==> src/rtl/led_fade_driver.sv <==
// led_fade_driver
// ----------------------------------------------------------------------------
// Per-LED PWM output stage that fades every LED smoothly towards the on/off
// target pattern produced by the upstream animation state machine.
//
// A free-running PWM counter defines frames of 2^PWM_BITS clocks. Every
// FADE_FRAMES frames, each channel's duty moves one STEP towards its target
// level. A target of 1 ramps towards full on and a target of 0 ramps towards
// off, saturating at both ends.
//
// Ports
//   clk          system clock
//   rst          asynchronous, active-high reset
//   en           output enable; 0 forces every LED pin low (fading continues)
//   pattern_in   target on/off pattern, one bit per LED
//   pattern_vld  single-cycle strobe that latches pattern_in as the new target
//   led_out      registered PWM drive, one bit per LED
//   frame_tick   one-cycle pulse while the PWM counter sits at 0 after a wrap
//   busy         registered; high while any duty differs from its target level
// ----------------------------------------------------------------------------
module led_fade_driver #(
    parameter int N_LED       = 8,
    parameter int PWM_BITS    = 8,
    parameter int FADE_FRAMES = 4,
    parameter int STEP        = 8
) (
    input  logic             clk,
    input  logic             rst,
    input  logic             en,
    input  logic [N_LED-1:0] pattern_in,
    input  logic             pattern_vld,
    output logic [N_LED-1:0] led_out,
    output logic             frame_tick,
    output logic             busy
);

    localparam int                  P1         = PWM_BITS + 1;
    localparam logic [PWM_BITS-1:0] MAX        = {PWM_BITS{1'b1}};
    localparam logic [PWM_BITS-1:0] STEP_D     = PWM_BITS'(STEP);
    localparam logic [PWM_BITS:0]   STEP_W     = P1'(STEP);
    localparam logic [7:0]          LAST_FRAME = 8'(FADE_FRAMES - 1);

    logic [PWM_BITS-1:0] pwm_cnt_reg;
    logic                frame_tick_reg;
    logic [7:0]          frame_cnt_reg;
    logic                step_en;
    logic [N_LED-1:0]    tgt_reg;
    logic [N_LED-1:0]    led_reg;
    logic                busy_reg;
    logic [N_LED-1:0]    raw;
    logic [N_LED-1:0]    mismatch;

    // PWM counter and frame tick. The tick is registered from the MAX count,
    // so it is high exactly while the counter reads 0 after a wrap (never in
    // the first frame straight out of reset).
    always_ff @(posedge clk or posedge rst) begin
        if (rst) begin
            pwm_cnt_reg    <= '0;
            frame_tick_reg <= 1'b0;
        end else begin
            pwm_cnt_reg    <= pwm_cnt_reg + PWM_BITS'(1);
            frame_tick_reg <= (pwm_cnt_reg == MAX);
        end
    end

    // Frame counter: counts frame ticks 0..FADE_FRAMES-1.
    always_ff @(posedge clk or posedge rst) begin
        if (rst) begin
            frame_cnt_reg <= '0;
        end else if (frame_tick_reg) begin
            frame_cnt_reg <= (frame_cnt_reg == LAST_FRAME) ? 8'd0 : frame_cnt_reg + 8'd1;
        end
    end

    // Brightness steps only happen on a frame tick, so a PWM frame is never
    // cut mid-period by a duty change.
    assign step_en = frame_tick_reg && (frame_cnt_reg == LAST_FRAME);

    // Target latch. A strobe coinciding with step_en does not affect that
    // step: the duty logic reads the register value from before the strobe.
    always_ff @(posedge clk or posedge rst) begin
        if (rst) begin
            tgt_reg <= '0;
        end else if (pattern_vld) begin
            tgt_reg <= pattern_in;
        end
    end

    for (genvar gi = 0; gi < N_LED; gi++) begin : g_ch
        logic [PWM_BITS-1:0] duty_reg;
        logic [PWM_BITS-1:0] duty_next;
        logic [PWM_BITS:0]   sum;

        // Saturating step towards the target level. The increment is done
        // one bit wider so that the carry flags an overshoot of MAX.
        always_comb begin
            sum       = {1'b0, duty_reg} + STEP_W;
            duty_next = duty_reg;
            if (tgt_reg[gi]) begin
                duty_next = sum[PWM_BITS] ? MAX : sum[PWM_BITS-1:0];
            end else begin
                duty_next = (duty_reg < STEP_D) ? '0 : duty_reg - STEP_D;
            end
        end

        always_ff @(posedge clk or posedge rst) begin
            if (rst) begin
                duty_reg <= '0;
            end else if (step_en) begin
                duty_reg <= duty_next;
            end
        end

        // Full duty is a steady 100 % rather than MAX/(MAX+1).
        assign raw[gi]      = (duty_reg == MAX) || (pwm_cnt_reg < duty_reg);
        assign mismatch[gi] = tgt_reg[gi] ? (duty_reg != MAX) : (duty_reg != '0);
    end

    always_ff @(posedge clk or posedge rst) begin
        if (rst) begin
            led_reg  <= '0;
            busy_reg <= 1'b0;
        end else begin
            led_reg  <= en ? raw : '0;
            busy_reg <= |mismatch;
        end
    end

    assign led_out    = led_reg;
    assign frame_tick = frame_tick_reg;
    assign busy       = busy_reg;

endmodule

==> config.mk <==
export PLATFORM = sky130hd
export DESIGN_NAME = led_fade_driver
export DESIGN_NICKNAME = d
export VERILOG_FILES = /design/src/rtl/led_fade_driver.sv
export SDC_FILE = /design/constraint.sdc
export NUM_CORES = 1
export LEC_CHECK = 0
export ABC_AREA = 1
export CAP_MARGIN = 30
export CORE_AREA = 5 5 167 169
export CTS_BUF_LIST = sky130_fd_sc_hd__clkbuf_4 sky130_fd_sc_hd__clkbuf_8
export DETAILED_ROUTE_END_ITERATION = 10
export DIE_AREA = 0 0 172 174
export GPL_TIMING_DRIVEN = 0
export SLEW_MARGIN = 15
export SYNTH_ARGS = -nofsm -noshare
export SYNTH_HDL_FRONTEND = slang
export SYNTH_SLANG_ARGS = --single-unit
==> constraint.sdc <==
create_clock -name clk -period 6.75 [get_ports clk]
set_clock_uncertainty 0.15 [all_clocks]
set_input_delay 2.025 -clock clk [delete_from_list [all_inputs] [get_ports clk]]
set_output_delay 2.025 -clock clk [all_outputs]
set_load 0.03 [all_outputs]
==> results.json, run 1 <==
{
  "crit_type": "flop to output pin",
  "dr.pass1.iters": 5,
  "dieArea_um2": 29900,
  "syn_area_um2": 6400,
  "synth-main-ff-cell": "dfrtp_1",
  "ant_nets": 0,
  "numCtsBuffers": 9,
  "drcViolationCount": 0,
  "hold_class": "flop to flop",
  "yosysTopAreaCell": "dfrtp_1",
  "fillers": 2922,
  "worstReg2RegStart": "pwm_cnt_reg[5]",
  "p_per_area_nw_per_um2": 125,
  "start_util_pct": 24.2,
  "maxCapViolCount": 0,
  "track_usage_pct": 11.5,
  "leakage_nw": 3.62,
  "cts_htree_levels": 3,
  "grt_pass1_wl_mm": 27.4,
  "setup_viol": 0,
  "wire_per_inst_um": 13.1,
  "hold_viol": 0,
  "path_depth": 1,
  "r2r_setup_slack_ps": 4690,
  "setup_tns_ps": 0,
  "slew_viol_final": 0,
  "fin_util_pct": 27.5,
  "grt_pass1_vias": 5297,
  "end_kind": "output pin",
  "yosysWarnings": 0,
  "synth_nets": 984,
  "synth_top_area_share_pct": 32.1,
  "synth-seq-area-share_pct": 32.1,
  "dp_hpwl_mm": 12.2,
  "reg2reg_to": "led_out[5]",
  "ys_seq_elements": 82,
  "holdBufCountCts": 0,
  "critPathTopFamily": "buffers and inverters",
  "cp-startpoint": "frame_tick",
  "setup.worst_path.end": "frame_tick",
  "cts.path.max_buffers": 2,
  "root_buffer": "clkbuf_8",
  "vias": 5719,
  "cts_tree": "built",
  "worst_setup_path_start_kind": "flop",
  "slew-limit-headroom_pct": 49.8,
  "cp.required_ps": 4580,
  "arrival_ps": 1630,
  "gr-total-overflow": 0,
  "viasPerCell": 4.48,
  "core_um2": 26400,
  "wl_mm": 16.8,
  "clock_latency_ps": 380,
  "port_buffers": 21,
  "path_cells": "clkdlybuf4s50_1",
  "largest_reg_flops": 48,
  "dieHeight_um": 174,
  "post_cts_buffers": 0,
  "cts_resized": 0,
  "nets": 1017,
  "async_flop_share_pct": 100,
  "vdd_drop_max_uv": 63.6,
  "cp_num_buf_inv": 1,
  "clkSlewWorstSetupHoldPaths_ps": 100,
  "clkSinkCount": 82,
  "fp.dieW_um": 172,
  "status": "finished clean",
  "cpPeakStageDelay_ps": 730,
  "initialDrtViolationCount": 263,
  "antennaDiodeCount": 0,
  "grt_max_degree": 57,
  "syn_avg_cell_area_um2": 7.13,
  "layout-drive-gt1-share_pct": 5.13,
  "rsz0062_at_grt": "no",
  "synth-edff-count": 0,
  "place.gp.congestion": 0.860,
  "tightest_slew_ps": 753,
  "critical_path.slowest_cell": "clkdlybuf4s50_1",
  "yosysUniqueCellTypes": 31,
  "synth_cells": 898,
  "timing.fmax_mhz": 263,
  "cp_max_fo": 7,
  "syn2layout_area_growth_pct": 13.3,
  "antenna_found_initial": 0,
  "hold_slack_ps": 366,
  "synthTopCellsByArea": "dfrtp_1 32%, nand2_1 17%, ha_1 14%",
  "period_needed_ps": 3800,
  "post-route-period-util_pct": 56.4,
  "r2r_cells": 6,
  "io_pins": 22,
  "rows": 60
}
cell families (layout without fill, tap and decap cells):
group / after synthesis / count (layout) / synth area share (%)
flops: 82 / 82 / 32.1
buf+inv: 131 / 169 / 9.11
compound gates: 123 / 123 / 9.97
xor+xnor: 35 / 35 / 4.79
fa+ha+maj: 74 / 74 / 14.5
simple gates: 453 / 453 / 29.6
stage by stage:
step | cells | instance area, um2 | total power, mW | setup slack [ps]
final | 1277 | 7250 | 0.907 | 2950
after floorplan | 898 | 6400 | 0.534 | 2470
after detailed placement | 1261 | 7070 | 0.560 | 2650
after global routing | 1277 | 7250 | 0.947 | 2860
after global placement | 1260 | 7040 | 0.557 | 840
after CTS | 1277 | 7250 | 0.924 | 2910
layout make-up:
class | count | area [um2] | share of cell area, %
clock inverter | 7 | 61.3 | 0.845
multi-input combinational | 685 | 3770 | 51.9
timing repair buffer | 22 | 238 | 3.28
sequential | 82 | 2050 | 28.3
tap | 341 | 427 | 5.88
inverter | 110 | 418 | 5.76
clock buffer | 9 | 124 | 1.71
buffer | 21 | 168 | 2.31
layout by cell type, fill, tap and decap left out, types with 3 or more instances in the layout:
| cell type | instances |
|---|---|
| clkdlybuf4s50_1 | 21 |
| nand3_2 | 3 |
| clkinv_4 | 3 |
| buf_4 | 6 |
| buf_6 | 8 |
| o31ai_1 | 3 |
| nand3_1 | 59 |
| nand2_1 | 282 |
| o211ai_1 | 5 |
| xor2_1 | 26 |
| inv_1 | 106 |
| xnor2_1 | 9 |
| a21oi_1 | 36 |
| nor2_1 | 69 |
| clkbuf_8 | 9 |
| nand4_1 | 17 |
| nor3_1 | 14 |
| inv_6 | 4 |
| o21ai_1 | 5 |
| ha_1 | 74 |
| dfrtp_1 | 82 |
| o21ai_0 | 72 |
| buf_2 | 3 |
cells in the mapped netlist, types with 3 or more instances:
master,n
a21oi_1,36
buf_2,3
buf_4,6
buf_6,8
dfrtp_1,82
ha_1,74
inv_1,107
nand2_1,282
nand3_1,59
nand3_2,3
nand4_1,17
nor2_1,69
nor3_1,14
o211ai_1,5
o21ai_0,72
o21ai_1,5
o31ai_1,3
xnor2_1,9
xor2_1,26
routing by layer:
metal	routed length (um)	vias to the layer above	GRT usage, %
li1	-	2975	-
met4	275	0	4.00
met5	0	-	0
met2	8080	65	19.1
met3	469	15	1.39
met1	7950	2664	15.4
how the worst min path moves through the flow:
stage	startpoint	end	slack (ps)	depth (start not counted)
after floorplan	frame_cnt_reg[1]	frame_cnt_reg[1]	320	2
after global placement	frame_cnt_reg[1]	frame_cnt_reg[1]	340	2
after detailed placement	frame_cnt_reg[1]	frame_cnt_reg[1]	350	2
after CTS	frame_cnt_reg[1]	frame_cnt_reg[1]	370	2
after global routing	frame_cnt_reg[1]	frame_cnt_reg[1]	400	2
final	frame_cnt_reg[1]	frame_cnt_reg[1]	370	2
power by group:
part / switching (mW) / internal [mW] / total (mW) / leakage, nW
Clock: 0.218 / 0.141 / 0.359 / 0.0952
Sequential: 0.00689 / 0.495 / 0.502 / 1.11
Combinational: 0.0322 / 0.0139 / 0.0461 / 2.42
No activity file was read; power rests on OpenSTA's default activity.
==> inputs of run 2 (changes only) <==
Clock period 6.75 ns to 3.4 ns, I/O delays scaled along.
==> results of run 2 <==
The final DEF is identical to that of run 1. Status: finished clean.
Among the figures that moved: setup slack after placement 2650 ps -> 310 ps; setup slack after layout 2950 ps -> 601 ps; register-to-register setup slack 4690 ps -> 1340 ps; total power 0.907 mW -> 1.80 mW; worst IR drop on VDD 63.6 uV -> 126 uV
==> inputs of run 3 (changes only) <==
Clock period 3.4 ns to 2.77 ns, I/O delays scaled along.
==> run 3 against run 2 <==
  * Wire length down 0.62%
  * Worst hold slack better by 11 ps
  * Non-clock buffer count up 1
  * Sequential cell count unchanged
  * Final cell count about the same
  * Utilization about the same
  * First-iteration DRC count up 58%
  * Clock-buffer cell count unchanged
  * Critical path type unchanged
  * Critical endpoint unchanged
==> results.json, run 3 (synthesized netlist as in run 1, its figures left out) <==
{
  "viasPerCell": 4.50,
  "arrival_ps": 1640,
  "r2r_setup_slack_ps": 790,
  "timing.fmax_mhz": 381,
  "syn2layout_area_growth_pct": 13.4,
  "wire_per_inst_um": 13.0,
  "vdd_drop_max_uv": 135,
  "fin_cells": 1278,
  "post_cts_buffers": 0,
  "fin_util_pct": 27.5,
  "cts_htree_levels": 3,
  "grt_max_degree": 32,
  "start_util_pct": 24.2,
  "dieArea_um2": 29900,
  "core_um2": 26400,
  "io_pins": 22,
  "clkSinkCount": 82,
  "place_ws_ps": -134,
  "cp.required_ps": 1790,
  "hold_viol": 0,
  "path_cells": "clkdlybuf4s50_1",
  "slew-limit-headroom_pct": 43.3,
  "dp.cells": 1262,
  "final_cell_mix": "282 x nand2_1, 106 x inv_1, 82 x dfrtp_1, 74 x ha_1, 72 x o21ai_0",
  "slew_viol_final": 0,
  "period_needed_ps": 2630,
  "grt_pass1_wl_mm": 27.3,
  "antennaDiodeCount": 0,
  "worst_slack_ps": 145,
  "fillers": 2891,
  "cts_resized": 0,
  "wl_mm": 16.7,
  "critical_path.slowest_cell": "clkdlybuf4s50_1",
  "clkSlewWorstSetupHoldPaths_ps": 100,
  "ant_nets": 0,
  "rsz0062_at_grt": "no",
  "end_kind": "output pin",
  "layout-drive-gt1-share_pct": 5.23,
  "status": "finished clean",
  "final_common_cell": "nand2_1",
  "cp_max_fo": 7,
  "clock_latency_ps": 390,
  "dieHeight_um": 174,
  "holdBufCountCts": 0,
  "drcViolationCount": 0,
  "antenna_found_initial": 0,
  "root_buffer": "clkbuf_8",
  "worst_setup_path_start_kind": "flop",
  "nets": 1018,
  "dp_hpwl_mm": 12.2,
  "dr.pass1.iters": 7,
  "place.gp.congestion": 0.845,
  "critPathTopFamily": "buffers and inverters",
  "cp_num_buf_inv": 1,
  "port_buffers": 21,
  "hold_slack_ps": 377,
  "p_per_area_nw_per_um2": 301,
  "numCtsBuffers": 9,
  "grt_pass1_vias": 5313,
  "leakage_nw": 3.61,
  "hold_class": "flop to flop",
  "post-route-period-util_pct": 94.8,
  "tightest_slew_ps": 851,
  "vias": 5748,
  "cts_tree": "built",
  "maxCapViolCount": 0,
  "cts.path.max_buffers": 2,
  "cpPeakStageDelay_ps": 730,
  "setup_viol": 0,
  "track_usage_pct": 11.4,
  "crit_type": "flop to output pin",
  "gr-total-overflow": 0,
  "initialDrtViolationCount": 416,
  "rows": 60,
  "largest_reg_flops": 48,
  "fp.dieW_um": 172
}
run 3: worst paths after layout:
kind | end | cells after the start | from
max | frame_tick | 1 | frame_tick
min reg2reg | frame_cnt_reg[1] | 2 | frame_cnt_reg[1]
max reg2reg | led_out[4] | 6 | pwm_cnt_reg[5]
min in group asynchronous | g_ch[3].duty_reg[5] | 2 | rst
max in group asynchronous | g_ch[2].duty_reg[7] | 4 | rst
min | frame_cnt_reg[1] | 2 | frame_cnt_reg[1]
run 3: metal layers:
| layer | share of wire, % | vias up | wire [um] | track usage, % |
|---|---|---|---|---|
| met3 | 3.7 | 24 | 614 | 2.21 |
| met5 | 0 | - | 0 | 0 |
| met2 | 48 | 99 | 7930 | 18.6 |
| li1 | - | 2977 | - | - |
| met1 | 46 | 2648 | 7680 | 14.9 |
| met4 | 2.7 | 0 | 448 | 4.52 |
run 3: worst reg2reg max path, stage by stage, from the launching register on:
cell,delay (ps)
dfrtp_1,740
ha_1,350
a21oi_1,150
nor2_1,50
nor3_1,130
nand2_1,90
a21oi_1,210
run 3: metrics by stage:
step	TNS [ps]	cell area, um2	total power [mW]
2_1_floorplan	0	6410	1.30
3_3_place_gp	-17900	7040	1.36
3_5_place_dp	-684	7080	1.37
4_1_cts	0	7260	2.22
5_1_grt	0	7260	2.28
6_report	0	7260	2.18
run 3: power breakdown:
group	internal (mW)	switching (mW)
Clock	0.331	0.513
Sequential	1.21	0.0173
Combinational	0.0355	0.0790
run 3: area by class of cell:
class | instances | area [um2] | area share, %
timing repair buffer | 23 | 250 | 3.45
tap | 341 | 427 | 5.88
buffer | 21 | 168 | 2.31
clock inverter | 7 | 53.8 | 0.741
sequential | 82 | 2050 | 28.3
multi-input combinational | 685 | 3770 | 51.9
clock buffer | 9 | 124 | 1.71
inverter | 110 | 419 | 5.77
